## config.mk

```make
export PLATFORM = sky130hd
export DESIGN_NAME = tmac_uni_win_flat
export DESIGN_NICKNAME = d
export VERILOG_FILES = /design/src/rtl/tmac_uni_win_pkg.sv /design/src/rtl/tmac_uni_win_if.sv /design/src/rtl/tmac_uni_win_lane.sv /design/src/rtl/tmac_uni_win.sv /design/src/flat_wrapper.sv
export SDC_FILE = /design/constraint.sdc
export NUM_CORES = 1
export LEC_CHECK = 0
export ABC_CLOCK_PERIOD_IN_PS = 5870
export BUFFER_PORTS_ARGS = -buffer_cell sky130_fd_sc_hd__buf_2
export CORE_AREA = 2 2 271 273
export DETAILED_ROUTE_END_ITERATION = 16
export DIE_AREA = 0 0 273 275
export GPL_ROUTABILITY_DRIVEN = 0
export PLACE_DENSITY = 0.68
export SKIP_CTS_REPAIR_TIMING = 1
export SLEW_MARGIN = 10
export SYNTH_ARGS = -nofsm -noshare
export SYNTH_HDL_FRONTEND = slang
export SYNTH_SLANG_ARGS = --single-unit
export TNS_END_PERCENT = 30
```

## constraint.sdc

```tcl
create_clock -name clk -period 5.87 [get_ports clk]
set_input_delay 0.587 -clock clk [delete_from_list [all_inputs] [get_ports clk]]
set_output_delay 0.587 -clock clk [all_outputs]
set_load 0.005 [all_outputs]
```

## src/rtl/tmac_uni_win_pkg.sv

```systemverilog
// Shared types and helpers for the windowed unipolar stochastic MAC:
// the controller state encoding, the bit-reversal (van der Corput)
// helper used as the comparison sequence, and the sum-width helper.
package tmac_pkg;

    // Widest operand width the bit-reversal helper supports.
    localparam int REV_MAX_W = 12;

    typedef enum logic [2:0] {
        ST_IDLE = 3'd0,
        ST_RUN  = 3'd1,
        ST_SUM1 = 3'd2,
        ST_SUM2 = 3'd3,
        ST_OUT  = 3'd4
    } state_t;

    // Reverse the low w bits of x. The full REV_MAX_W-bit vector is
    // reversed and shifted down so the result lands in bits [w-1:0].
    function automatic logic [REV_MAX_W-1:0] rev(input logic [REV_MAX_W-1:0] x,
                                                 input int                   w);
        logic [REV_MAX_W-1:0] y;
        y = {<<{x}};
        return y >> (REV_MAX_W - w);
    endfunction

    // Width of the full adder-tree sum: every lane may reach 2^width-1.
    function automatic int sum_width(input int width, input int n_lane);
        return width + $clog2(n_lane);
    endfunction

endpackage

```

## src/rtl/tmac_uni_win_if.sv

```systemverilog
// Handshake and operand bus of the windowed stochastic MAC.
// The master side issues start/clear and operands; the slave side
// (the MAC) returns busy/done, the binary result and the bitstream.
interface tmac_uni_win_if #(
    parameter int N_LANE = 16,
    parameter int WIDTH  = 8
);
    logic                          start;
    logic                          clear;
    logic [N_LANE-1:0][WIDTH-1:0]  iA;
    logic [N_LANE-1:0][WIDTH-1:0]  iB;
    logic                          busy;
    logic                          done;
    logic [WIDTH-1:0]              result;
    logic                          oC;
    logic                          oValid;

    modport master (
        output start, clear, iA, iB,
        input  busy, done, result, oC, oValid
    );

    modport slave (
        input  start, clear, iA, iB,
        output busy, done, result, oC, oValid
    );

endinterface

```

## src/rtl/tmac_uni_win_lane.sv

```systemverilog
// One product lane: captures its rate-coded operand A and temporal
// operand B at accept, then counts cycles where A beats the
// low-discrepancy sequence while the window index is still below B.
module tmul_uni_lane #(
    parameter int WIDTH = 8
) (
    input  logic             clk,
    input  logic             rst_n,
    input  logic             i_load,
    input  logic             i_clear,
    input  logic             i_en,
    input  logic [WIDTH-1:0] i_a,
    input  logic [WIDTH-1:0] i_b,
    input  logic [WIDTH-1:0] i_rng,
    input  logic [WIDTH-1:0] i_wcnt,
    output logic [WIDTH-1:0] o_count
);

    logic [WIDTH-1:0] r_a;
    logic [WIDTH-1:0] r_b;
    logic [WIDTH-1:0] r_count;
    logic             w_bit;

    // Product bit: rate-coded A against rev(wcnt), gated by temporal B.
    assign w_bit = (r_a > i_rng) && (i_wcnt < r_b);

    // Operand capture; only the accept edge updates A and B.
    always_ff @(posedge clk or negedge rst_n) begin
        if (!rst_n) begin
            r_a <= '0;
            r_b <= '0;
        end else if (i_load && !i_clear) begin
            r_a <= i_a;
            r_b <= i_b;
        end
    end

    // Lane counter; at most 2^WIDTH-1 increments per window so it never wraps.
    always_ff @(posedge clk or negedge rst_n) begin
        if (!rst_n) begin
            r_count <= '0;
        end else if (i_clear || i_load) begin
            r_count <= '0;
        end else if (i_en && w_bit) begin
            r_count <= r_count + 1'b1;
        end
    end

    assign o_count = r_count;

endmodule

```

## src/rtl/tmac_uni_win.sv

```systemverilog
// Windowed unipolar stochastic multiply-accumulate. N_LANE lanes run
// for one 2^WIDTH-cycle window, their counts are reduced in two
// registered stages (groups of four, then the total), the total is
// saturated or scaled into a WIDTH-bit result, and that result is
// replayed as a rate-coded bitstream for another 2^WIDTH cycles.
module tmac_uni_win
    import tmac_pkg::*;
#(
    parameter int N_LANE = 16,
    parameter int WIDTH  = 8,
    parameter int SCALED = 0
) (
    input logic           clk,
    input logic           rst_n,
    tmac_uni_win_if.slave bus
);

    localparam int LOG2_N = $clog2(N_LANE);
    localparam int SUM_W  = sum_width(WIDTH, N_LANE);
    localparam int GRP_W  = WIDTH + 2;
    localparam int N_GRP  = N_LANE / 4;
    localparam logic [WIDTH-1:0] W_MAX = '1;

    state_t                        r_state;
    logic [WIDTH-1:0]              r_wcnt;
    logic                          r_busy;
    logic                          r_done;
    logic                          r_valid;
    logic [WIDTH-1:0]              r_result;
    logic [N_GRP-1:0][GRP_W-1:0]   r_part;

    logic [WIDTH-1:0]              w_rng;
    logic                          w_accept;
    logic                          w_run;
    logic [N_LANE-1:0][WIDTH-1:0]  w_cnt;
    logic [N_GRP-1:0][GRP_W-1:0]   w_grp;
    logic [SUM_W-1:0]              w_total;
    logic [WIDTH-1:0]              w_res;

    genvar gi;

    // One shared window counter feeds both the RUN and OUT comparisons.
    assign w_rng    = WIDTH'(rev(REV_MAX_W'(r_wcnt), WIDTH));
    assign w_accept = (r_state == ST_IDLE) && bus.start && !bus.clear;
    assign w_run    = (r_state == ST_RUN);

    for (gi = 0; gi < N_LANE; gi++) begin : g_lane
        tmul_uni_lane #(
            .WIDTH (WIDTH)
        ) u_lane (
            .clk     (clk),
            .rst_n   (rst_n),
            .i_load  (w_accept),
            .i_clear (bus.clear),
            .i_en    (w_run),
            .i_a     (bus.iA[gi]),
            .i_b     (bus.iB[gi]),
            .i_rng   (w_rng),
            .i_wcnt  (r_wcnt),
            .o_count (w_cnt[gi])
        );
    end

    // First tree level: four lane counts per group, two growth bits.
    for (gi = 0; gi < N_GRP; gi++) begin : g_grp
        assign w_grp[gi] = GRP_W'(w_cnt[4*gi])   + GRP_W'(w_cnt[4*gi+1])
                         + GRP_W'(w_cnt[4*gi+2]) + GRP_W'(w_cnt[4*gi+3]);
    end

    // Register the group partial sums during SUM1.
    always_ff @(posedge clk or negedge rst_n) begin
        if (!rst_n) begin
            r_part <= '0;
        end else if ((r_state == ST_SUM1) && !bus.clear) begin
            r_part <= w_grp;
        end
    end

    // Second tree level: walk the packed partial sums with a shift so
    // every slice index stays constant.
    always_comb begin
        logic [N_GRP*GRP_W-1:0] v_flat;
        v_flat  = r_part;
        w_total = '0;
        for (int k = 0; k < N_GRP; k++) begin
            w_total = w_total + SUM_W'(v_flat[GRP_W-1:0]);
            v_flat  = v_flat >> GRP_W;
        end
    end

    // Fold the total into WIDTH bits: truncating scale or saturation.
    always_comb begin
        w_res = '0;
        if (SCALED != 0) begin
            w_res = WIDTH'(w_total >> LOG2_N);
        end else if (w_total > SUM_W'(W_MAX)) begin
            w_res = W_MAX;
        end else begin
            w_res = WIDTH'(w_total);
        end
    end

    // Controller: window sequencing, reduction steps and registered flags.
    always_ff @(posedge clk or negedge rst_n) begin
        if (!rst_n) begin
            r_state  <= ST_IDLE;
            r_wcnt   <= '0;
            r_busy   <= 1'b0;
            r_done   <= 1'b0;
            r_valid  <= 1'b0;
            r_result <= '0;
        end else if (bus.clear) begin
            // Abort keeps the last result but drops everything in flight.
            r_state  <= ST_IDLE;
            r_wcnt   <= '0;
            r_busy   <= 1'b0;
            r_done   <= 1'b0;
            r_valid  <= 1'b0;
        end else begin
            r_done <= 1'b0;
            case (r_state)
                ST_IDLE: begin
                    if (bus.start) begin
                        r_state <= ST_RUN;
                        r_wcnt  <= '0;
                        r_busy  <= 1'b1;
                    end
                end
                ST_RUN: begin
                    r_wcnt <= r_wcnt + 1'b1;
                    if (r_wcnt == W_MAX) begin
                        r_state <= ST_SUM1;
                    end
                end
                ST_SUM1: begin
                    r_state <= ST_SUM2;
                end
                ST_SUM2: begin
                    r_state  <= ST_OUT;
                    r_result <= w_res;
                    r_done   <= 1'b1;
                    r_valid  <= 1'b1;
                end
                ST_OUT: begin
                    r_wcnt <= r_wcnt + 1'b1;
                    if (r_wcnt == W_MAX) begin
                        r_state <= ST_IDLE;
                        r_busy  <= 1'b0;
                        r_valid <= 1'b0;
                    end
                end
                default: begin
                    r_state <= ST_IDLE;
                    r_busy  <= 1'b0;
                    r_valid <= 1'b0;
                end
            endcase
        end
    end

    assign bus.busy   = r_busy;
    assign bus.done   = r_done;
    assign bus.result = r_result;
    assign bus.oValid = r_valid;
    // Over the OUT window rev(wcnt) visits every value once, so exactly
    // r_result cycles carry a one.
    assign bus.oC     = r_valid && (r_result > w_rng);

endmodule

```

## src/flat_wrapper.sv

```systemverilog
// flat-port wrapper written by rule: the top's interface ports become plain ports
module tmac_uni_win_flat import tmac_pkg::*;
#(
    parameter int N_LANE = 16,
    parameter int WIDTH  = 8,
    parameter int SCALED = 0
)
  (clk, rst_n, bus_start, bus_clear, bus_iA, bus_iB, bus_busy, bus_done, bus_result, bus_oC, bus_oValid);
  tmac_uni_win_if #(.N_LANE(N_LANE), .WIDTH(WIDTH)) bus_i ();
  input logic clk;
  input logic rst_n;
  input wire logic [$bits(bus_i.start)-1:0] bus_start;
  input wire logic [$bits(bus_i.clear)-1:0] bus_clear;
  input wire logic [$bits(bus_i.iA)-1:0] bus_iA;
  input wire logic [$bits(bus_i.iB)-1:0] bus_iB;
  output wire logic [$bits(bus_i.busy)-1:0] bus_busy;
  output wire logic [$bits(bus_i.done)-1:0] bus_done;
  output wire logic [$bits(bus_i.result)-1:0] bus_result;
  output wire logic [$bits(bus_i.oC)-1:0] bus_oC;
  output wire logic [$bits(bus_i.oValid)-1:0] bus_oValid;
  assign bus_i.start = bus_start;
  assign bus_i.clear = bus_clear;
  assign bus_i.iA = bus_iA;
  assign bus_i.iB = bus_iB;
  assign bus_busy = bus_i.busy;
  assign bus_done = bus_i.done;
  assign bus_result = bus_i.result;
  assign bus_oC = bus_i.oC;
  assign bus_oValid = bus_i.oValid;
  tmac_uni_win #(.N_LANE(N_LANE), .WIDTH(WIDTH), .SCALED(SCALED)) u_core (.clk(clk), .rst_n(rst_n), .bus(bus_i));
endmodule
```

==> results.toml, run 1 <==
[status]
outcome = "finished, violations left"
violated_checks = "hold timing"

[setup_path]
crit_fanout = 8
cp_common_cell = "sky130_fd_sc_hd__a21oi_1"
cpMaxStageDelayCell = "sky130_fd_sc_hd__a2111oi_0"
worstSetupStartpointType = "register"
critical_path_at_ns = 5.20
category_of_the_worst_setup_path_capture_point = "register"
timing.setup.critical_path_class = "reg -> reg"
reg2reg_setup_slack_ns = 1.11
timing.critical_path.from = "u_core.r_part[11]"
worstPathCellList = "ha_1 -> a21oi_1 -> o21ai_0 -> a2111oi_0 -> o31ai_1 -> a21oi_1 -> xor2_1 -> fa_1 -> inv_1 -> ha_1 -> and3_4 -> a21boi_1 -> a41o_1 -> or4_4 -> a211oi_2 -> a21oi_1"
timing.critical_path.to = "u_core.bus.result[7]"
crit-reg2reg-capture = "u_core.bus.result[7]"
worst_r2r_startpoint = "u_core.r_part[11]"
cp_slowest_stage_delay_ns = 0.66
number_of_cells_traversed_by_the_worst_register_to_register_path = 16
timing.critical_path.required_ns = 6.32

[die]
initial_core_util_pct = 39.6
die_width_um = 273
floorplan.core_area_um2 = 72300
dieArea_um2 = 75100
placementRows = 99
number_of_top_level_pins = 272
die_y_um = 275

[drt]
dr.first_iter.drc_count = 1593
firstDrtPassIters = 5
via_count = 22844
postRouteWirelength_um = 76300
drc_errors = 0
routed_wire_length_per_instance_um = 18.0
number_of_nets_with_antenna_violations_after_detailed_routing = 0
detail_route.vias_per_cell = 5.41

[synthesis]
yosys_warnings = 0
synth_edf_count = 0
syn_area_um2 = 28700
yosys_register_bits = 446
post_synthesis_net_count = 3627
commonest_register_cell_after_synthesis = "sky130_fd_sc_hd__dfrtp_1"
synthCells = 2966
synth.yosys.seq_area_share_pct = 38.9
synth_async_sr_flop_share_pct = 100
syn_avg_cell_area_um2 = 9.66
synth.lib_cells_used.distinct = 67

[layout]
final_common_cell = "sky130_fd_sc_hd__dfrtp_1"
finish.net_count = 3883
fin_area_um2 = 33000
layoutNonFillerInstCount = 4226
layout.cells.most_common_list = "sky130_fd_sc_hd__dfrtp_1 (445), sky130_fd_sc_hd__ha_1 (349), sky130_fd_sc_hd__inv_1 (328)"
syn_to_final_growth_pct = 15.1
layout-drive-gt1-share_pct = 17.0

[sta]
fmax_ghz = 0.210
setup_viol_count_final = 0
worst_clock_skew_ns = 0.0295
final.setup.worst_slack_ns = 1.11
grt_setup_unrepaired = "no"
slew_violations = 0
hold-worst-slack_ns = -0.0151
max-slew-margin-rel_pct = 33.1
fin_setup_tns_ns = 0
final_min_period_over_clock_period_pct = 81.0
hold_viol_final = 8
tightest_slew_ns = 1.00
finalWorstPathRequiredPeriod_ns = 4.76

[clocking]
cts_made_buffers = 49
clkLatencyLatePin_ns = 0.61
clk_transition_reported_paths_ns = 0.06
clockRootBuffer = "sky130_fd_sc_hd__clkbuf_16"
cts-root-to-sink-buffers = 3
htree_levels = 2
numClockSinks = 446
tritoncts_clock_tree = "built"

[place]
placedCellCount = 4130
detailed_place.area_um2 = 31100
final_hpwl_dp_um = 56600
pre_cts_slack_ns = 1.23
placement.io_buffers = 271

[grt]
grt_max_degree = 127
grt_use_total_pct = 20.3
vias_in_the_first_global_route = 22131
gr-total-overflow = 0
global_route_wire_length_before_repair_um = 121000
grt_antenna_before_repair = 7

[pwr]
power.combinational.fraction_pct = 30.6
clkPwrFrac_pct = 31.8
tot_pwr_uw = 11000
static-leakage-power_uw = 0.0156
total_switching_power_uw = 3690
cell_internal_pwr_uw = 7330
power.share.switching_pct = 33.5
power.density_cell_area_nw_per_um2 = 334
irDropWorstVdd_v = 0.000295
pwr-share-seq_pct = 37.6

[min_path]
holdCritPathClass = "in -> async"

[job]
drv.max_cap_violation_count = 0
[worst max-delay path: cells and delay by family, from the launching register on]
kind                     cells  cell delay (ns)
flip-flops                   1             0.40
buffers and inverters        1             0.05
adder cells (fa/ha/maj)      3             1.12
AND/OR/NAND/NOR              2             0.63
AO/OA/AOI/OAI                9             2.32
XOR/XNOR                     1             0.10
[area by class of cell]
| class | instances | area [um^2] |
|---|---|---|
| Sequential cell | 446 | 11200 |
| Clock buffer | 65 | 1400 |
| Fill cell | 6920 | 39400 |
| Inverter | 328 | 1230 |
| Timing Repair Buffer | 305 | 1680 |
| Multi-Input combinational cell | 2092 | 15900 |
| Antenna cell | 5 | 12.5 |
| Clock inverter | 26 | 425 |
| Tap cell | 959 | 1200 |
[sequential cells by signal (all words and copies together) (netlist names)]
register	cells
u_core.r_wcnt	8
u_core.g_lane.u_lane.r_a	128
u_core.r_state	3
u_core.bus.oValid	1
u_core.g_lane.u_lane.o_count	128
u_core.bus.done	1
u_core.bus.result	8
u_core.r_part	40
u_core.g_lane.u_lane.r_b	128
u_core.bus.busy	1
[synthesized netlist by cell type, types with 20 or more instances]
cell type	count	area [um^2]
sky130_fd_sc_hd__nor3_1	31	155
sky130_fd_sc_hd__dfrtp_1	446	11200
sky130_fd_sc_hd__mux2i_1	20	200
sky130_fd_sc_hd__mux2_2	128	1440
sky130_fd_sc_hd__a21oi_1	150	751
sky130_fd_sc_hd__o21ai_0	264	1320
sky130_fd_sc_hd__nand4_1	91	569
sky130_fd_sc_hd__xnor2_1	25	219
sky130_fd_sc_hd__nor2_1	127	477
sky130_fd_sc_hd__a211oi_1	23	173
sky130_fd_sc_hd__o21a_1	20	150
sky130_fd_sc_hd__xor2_1	37	324
sky130_fd_sc_hd__nand2_1	288	1080
sky130_fd_sc_hd__nor2b_1	26	163
sky130_fd_sc_hd__fa_1	52	1040
sky130_fd_sc_hd__nand2b_1	32	200
sky130_fd_sc_hd__nand3_1	69	345
sky130_fd_sc_hd__ha_1	349	4370
sky130_fd_sc_hd__a21o_1	31	233
sky130_fd_sc_hd__o211ai_1	20	150
sky130_fd_sc_hd__clkbuf_1	64	240
sky130_fd_sc_hd__inv_1	328	1230
sky130_fd_sc_hd__or3_1	20	125
sky130_fd_sc_hd__o41ai_1	49	429
sky130_fd_sc_hd__o31ai_1	28	210
sky130_fd_sc_hd__buf_2	31	155
sky130_fd_sc_hd__o311ai_0	45	394
[layer usage]
layer	vias to the layer above	part of all wire, %	global-route usage [%]
met5	-	0.017	0
met2	489	45	32.0
met1	11091	47	28.3
li1	11122	-	-
met3	140	4.5	3.05
met4	2	3.4	7.41
[power groups by stage]
stage               Clock, uW  Combinational, uW  Sequential, uW
floorplan                   0               2410            4070
global placement            0               3230            4170
detailed placement          0               3330            4190
CTS                      3580               3360            4140
global route             3700               3860            4210
finish                   3510               3370            4140
[how the worst min path moves through the flow]
stage	from	endpoint	slack [ns]	cells after the start
finish	rst_n	u_core.g_lane[11].u_lane.r_a[4]	-0.02	1
CTS	rst_n	u_core.g_lane[12].u_lane.r_a[1]	0.02	1
floorplan	rst_n	u_core.bus.busy	0.29	0
global route	rst_n	u_core.g_lane[11].u_lane.r_a[5]	0.04	1
detailed placement	u_core.bus.busy	u_core.bus.busy	0.47	1
global placement	u_core.r_part[10]	u_core.r_part[10]	0.46	2
[logic make-up (layout without fill, tap and decap cells)]
group,Yosys count,after routing,synth area share [%]
adders and majority gates,401,401,18.9
muxes,148,148,5.73
other,0,5,0
and+or+nand+nor,740,740,12.5
AOI/OAI and AO/OA,741,741,16.4
xor gates and xnor gates,62,62,1.89
buffers and inverters,428,724,5.77
DFF,446,446,38.9
[per-stage QoR]
stage	util [%]	hold WS [ns]
5_1_grt	45.6	0.0445
4_1_cts	45.6	0.0213
3_3_place_gp	43.1	0.464
3_5_place_dp	43.1	0.474
6_report	45.6	-0.0151
2_1_floorplan	-	0.291
(Power assumes the default switching activity.)
==> inputs of run 2 (changes only) <==
--- a/config.mk
+++ b/config.mk
@@ -5,7 +5,7 @@
 export SDC_FILE = /design/constraint.sdc
 export NUM_CORES = 1
 export LEC_CHECK = 0
-export ABC_CLOCK_PERIOD_IN_PS = 5870
+export ABC_CLOCK_PERIOD_IN_PS = 4750
 export BUFFER_PORTS_ARGS = -buffer_cell sky130_fd_sc_hd__buf_2
 export CORE_AREA = 2 2 271 273
 export DETAILED_ROUTE_END_ITERATION = 16
==> constraint.sdc (replaced) <==
create_clock -name clk -period 4.75 [get_ports clk]
set_input_delay 0.475 -clock clk [delete_from_list [all_inputs] [get_ports clk]]
set_output_delay 0.475 -clock clk [all_outputs]
set_load 0.005 [all_outputs]
==> run 2 against run 1 <==
  * The flow still finishes with violations (hold timing)
  * Critical path depth grew 3
  * Fmax grew 7.2%
  * Sequential power grew 23%
  * Setup slack got worse by 0.80 ns
  * Via count decreased by 0.58%
  * Worst hold slack worse by 0.032 ns
  * Power up 22%
  * First-iteration DRC count decreased by 2.4%
  * Final cell count up 0.17%
  * Sequential cell count unchanged
  * Clock-buffer cell count grew 1
  * Critical endpoint unchanged
  * Highest routed layer unchanged
==> results.toml, run 2 (same netlist as run 1, synthesis figures left out) <==
[sta]
final.setup.worst_slack_ns = 0.313
hold-worst-slack_ns = -0.0474
hold_viol_final = 29
fin_setup_tns_ns = 0
fmax_ghz = 0.225
finalWorstPathRequiredPeriod_ns = 4.44
grt_setup_unrepaired = "no"
slew_violations = 0
setup_viol_count_final = 0
max-slew-margin-rel_pct = 10.7
tightest_slew_ns = 1.34
worst_clock_skew_ns = 0.0212
final_min_period_over_clock_period_pct = 93.4

[clocking]
clkLatencyLatePin_ns = 0.61
htree_levels = 2
tritoncts_clock_tree = "built"
numClockSinks = 446
cts-root-to-sink-buffers = 3
clockRootBuffer = "sky130_fd_sc_hd__clkbuf_16"
cts_made_buffers = 50
clk_transition_reported_paths_ns = 0.06

[setup_path]
timing.critical_path.required_ns = 5.22
worstPathCellList = "ha_1 -> inv_1 -> fa_1 -> nor2b_1 -> o21ai_0 -> a21boi_0 -> o21ai_0 -> a221o_1 -> xor2_1 -> fa_1 -> inv_1 -> ha_1 -> and3_4 -> a21boi_1 -> a41o_1 -> or4_4 -> a211oi_2 -> buf_4 -> a21oi_1"
reg2reg_setup_slack_ns = 0.31
timing.critical_path.from = "u_core.r_part[0]"
cp_slowest_stage_delay_ns = 0.48
cpMaxStageDelayCell = "sky130_fd_sc_hd__fa_1"
critical_path_at_ns = 4.91
crit_fanout = 8
category_of_the_worst_setup_path_capture_point = "register"
worst_r2r_startpoint = "u_core.r_part[0]"
worstSetupStartpointType = "register"
timing.setup.critical_path_class = "reg -> reg"
number_of_cells_traversed_by_the_worst_register_to_register_path = 19
crit-reg2reg-capture = "u_core.bus.result[7]"

[min_path]
holdCritPathClass = "in -> async"

[status]
outcome = "finished, violations left"
violated_checks = "hold timing"

[drt]
drc_errors = 0
detail_route.vias_per_cell = 5.37
dr.first_iter.drc_count = 1555
routed_wire_length_per_instance_um = 18.0
firstDrtPassIters = 7
number_of_nets_with_antenna_violations_after_detailed_routing = 0
postRouteWirelength_um = 76200
via_count = 22711

[layout]
layoutNonFillerInstCount = 4233
finish.net_count = 3890
layout-drive-gt1-share_pct = 17.1
syn_to_final_growth_pct = 15.0
layout.cells.most_common_list = "sky130_fd_sc_hd__dfrtp_1 (445), sky130_fd_sc_hd__ha_1 (349), sky130_fd_sc_hd__inv_1 (328)"
num-fill-cells = 6888
final_common_cell = "sky130_fd_sc_hd__dfrtp_1"

[grt]
grt_antenna_before_repair = 8
grt_use_total_pct = 20.3
global_route_wire_length_before_repair_um = 121000
vias_in_the_first_global_route = 22075
gr-total-overflow = 0
grt_max_degree = 119

[die]
die_y_um = 275
die_width_um = 273
placementRows = 99
dieArea_um2 = 75100
floorplan.core_area_um2 = 72300
number_of_top_level_pins = 272
initial_core_util_pct = 39.6

[pwr]
static-leakage-power_uw = 0.0156
irDropWorstVdd_v = 0.000352
tot_pwr_uw = 13500
power.density_cell_area_nw_per_um2 = 408

[job]
drv.max_cap_violation_count = 0

[place]
placement.io_buffers = 271
pre_cts_slack_ns = 0.260
placedCellCount = 4136
final_hpwl_dp_um = 56200
-- run 2: cell types whose count changed in the layout (fill, tap and decap cells not counted), moves of 2 or more --
cell                        delta
sky130_fd_sc_hd__buf_4         +5
sky130_fd_sc_hd__bufinv_16     -3
sky130_fd_sc_hd__clkbuf_1      +3
sky130_fd_sc_hd__clkbuf_8      -3
sky130_fd_sc_hd__clkinv_2      +3
sky130_fd_sc_hd__inv_6         +2
-- run 2: how the worst max path moves through the flow --
stage	endpoint	slack (ns)	depth (start not counted)
2_1_floorplan	u_core.bus.result[0]	0.52	18
3_3_place_gp	u_core.bus.result[7]	0.33	17
3_5_place_dp	u_core.bus.result[7]	0.26	17
4_1_cts	u_core.bus.result[7]	0.24	17
5_1_grt	u_core.bus.result[7]	0.02	17
6_report	u_core.bus.result[7]	0.31	19
-- run 2: layout make-up --
type	instances	area, um^2	share of cell area [%]
flip-flops and latches	446	11200	33.8
clock inverters	27	364	1.10
clock buffers	66	1390	4.22
diodes	4	10.0	0.0304
multi-input cells	2092	15900	48.1
well taps	959	1200	3.64
inverters	328	1230	3.73
repair buffers	311	1740	5.28
-- run 2: worst max-delay path: cells and delay by family, from the launching register on --
family | cells | cell delay (ns)
AO/OA/AOI/OAI | 8 | 1.36
XOR/XNOR | 1 | 0.16
buffers and inverters | 3 | 0.27
flip-flops | 1 | 0.35
adder cells (fa/ha/maj) | 4 | 1.43
AND/OR/NAND/NOR | 3 | 0.74
-- run 2: metrics by stage --
stage,instance area [um^2],utilization [%],hold WS [ns]
global route,33000,45.6,0.0365
global placement,31200,43.1,0.468
floorplan,28700,-,0.179
finish,33000,45.6,-0.0474
detailed placement,31200,43.1,0.477
CTS,33000,45.6,-0.0134
-- run 2: layer usage --
metal | GRT usage, % | share of wire [%] | vias to the layer above
li1 | - | - | 11145
met1 | 28.3 | 47 | 10941
met2 | 32.9 | 46 | 505
met3 | 2.64 | 4.4 | 116
met4 | 6.08 | 2.4 | 4
met5 | 0 | 0.039 | -
-- run 2: where the power goes --
part           total [uW]  switching [uW]  internal [uW]
clock network        4190            1680           2510
logic                4160            2410           1750
registers            5110             459           4650
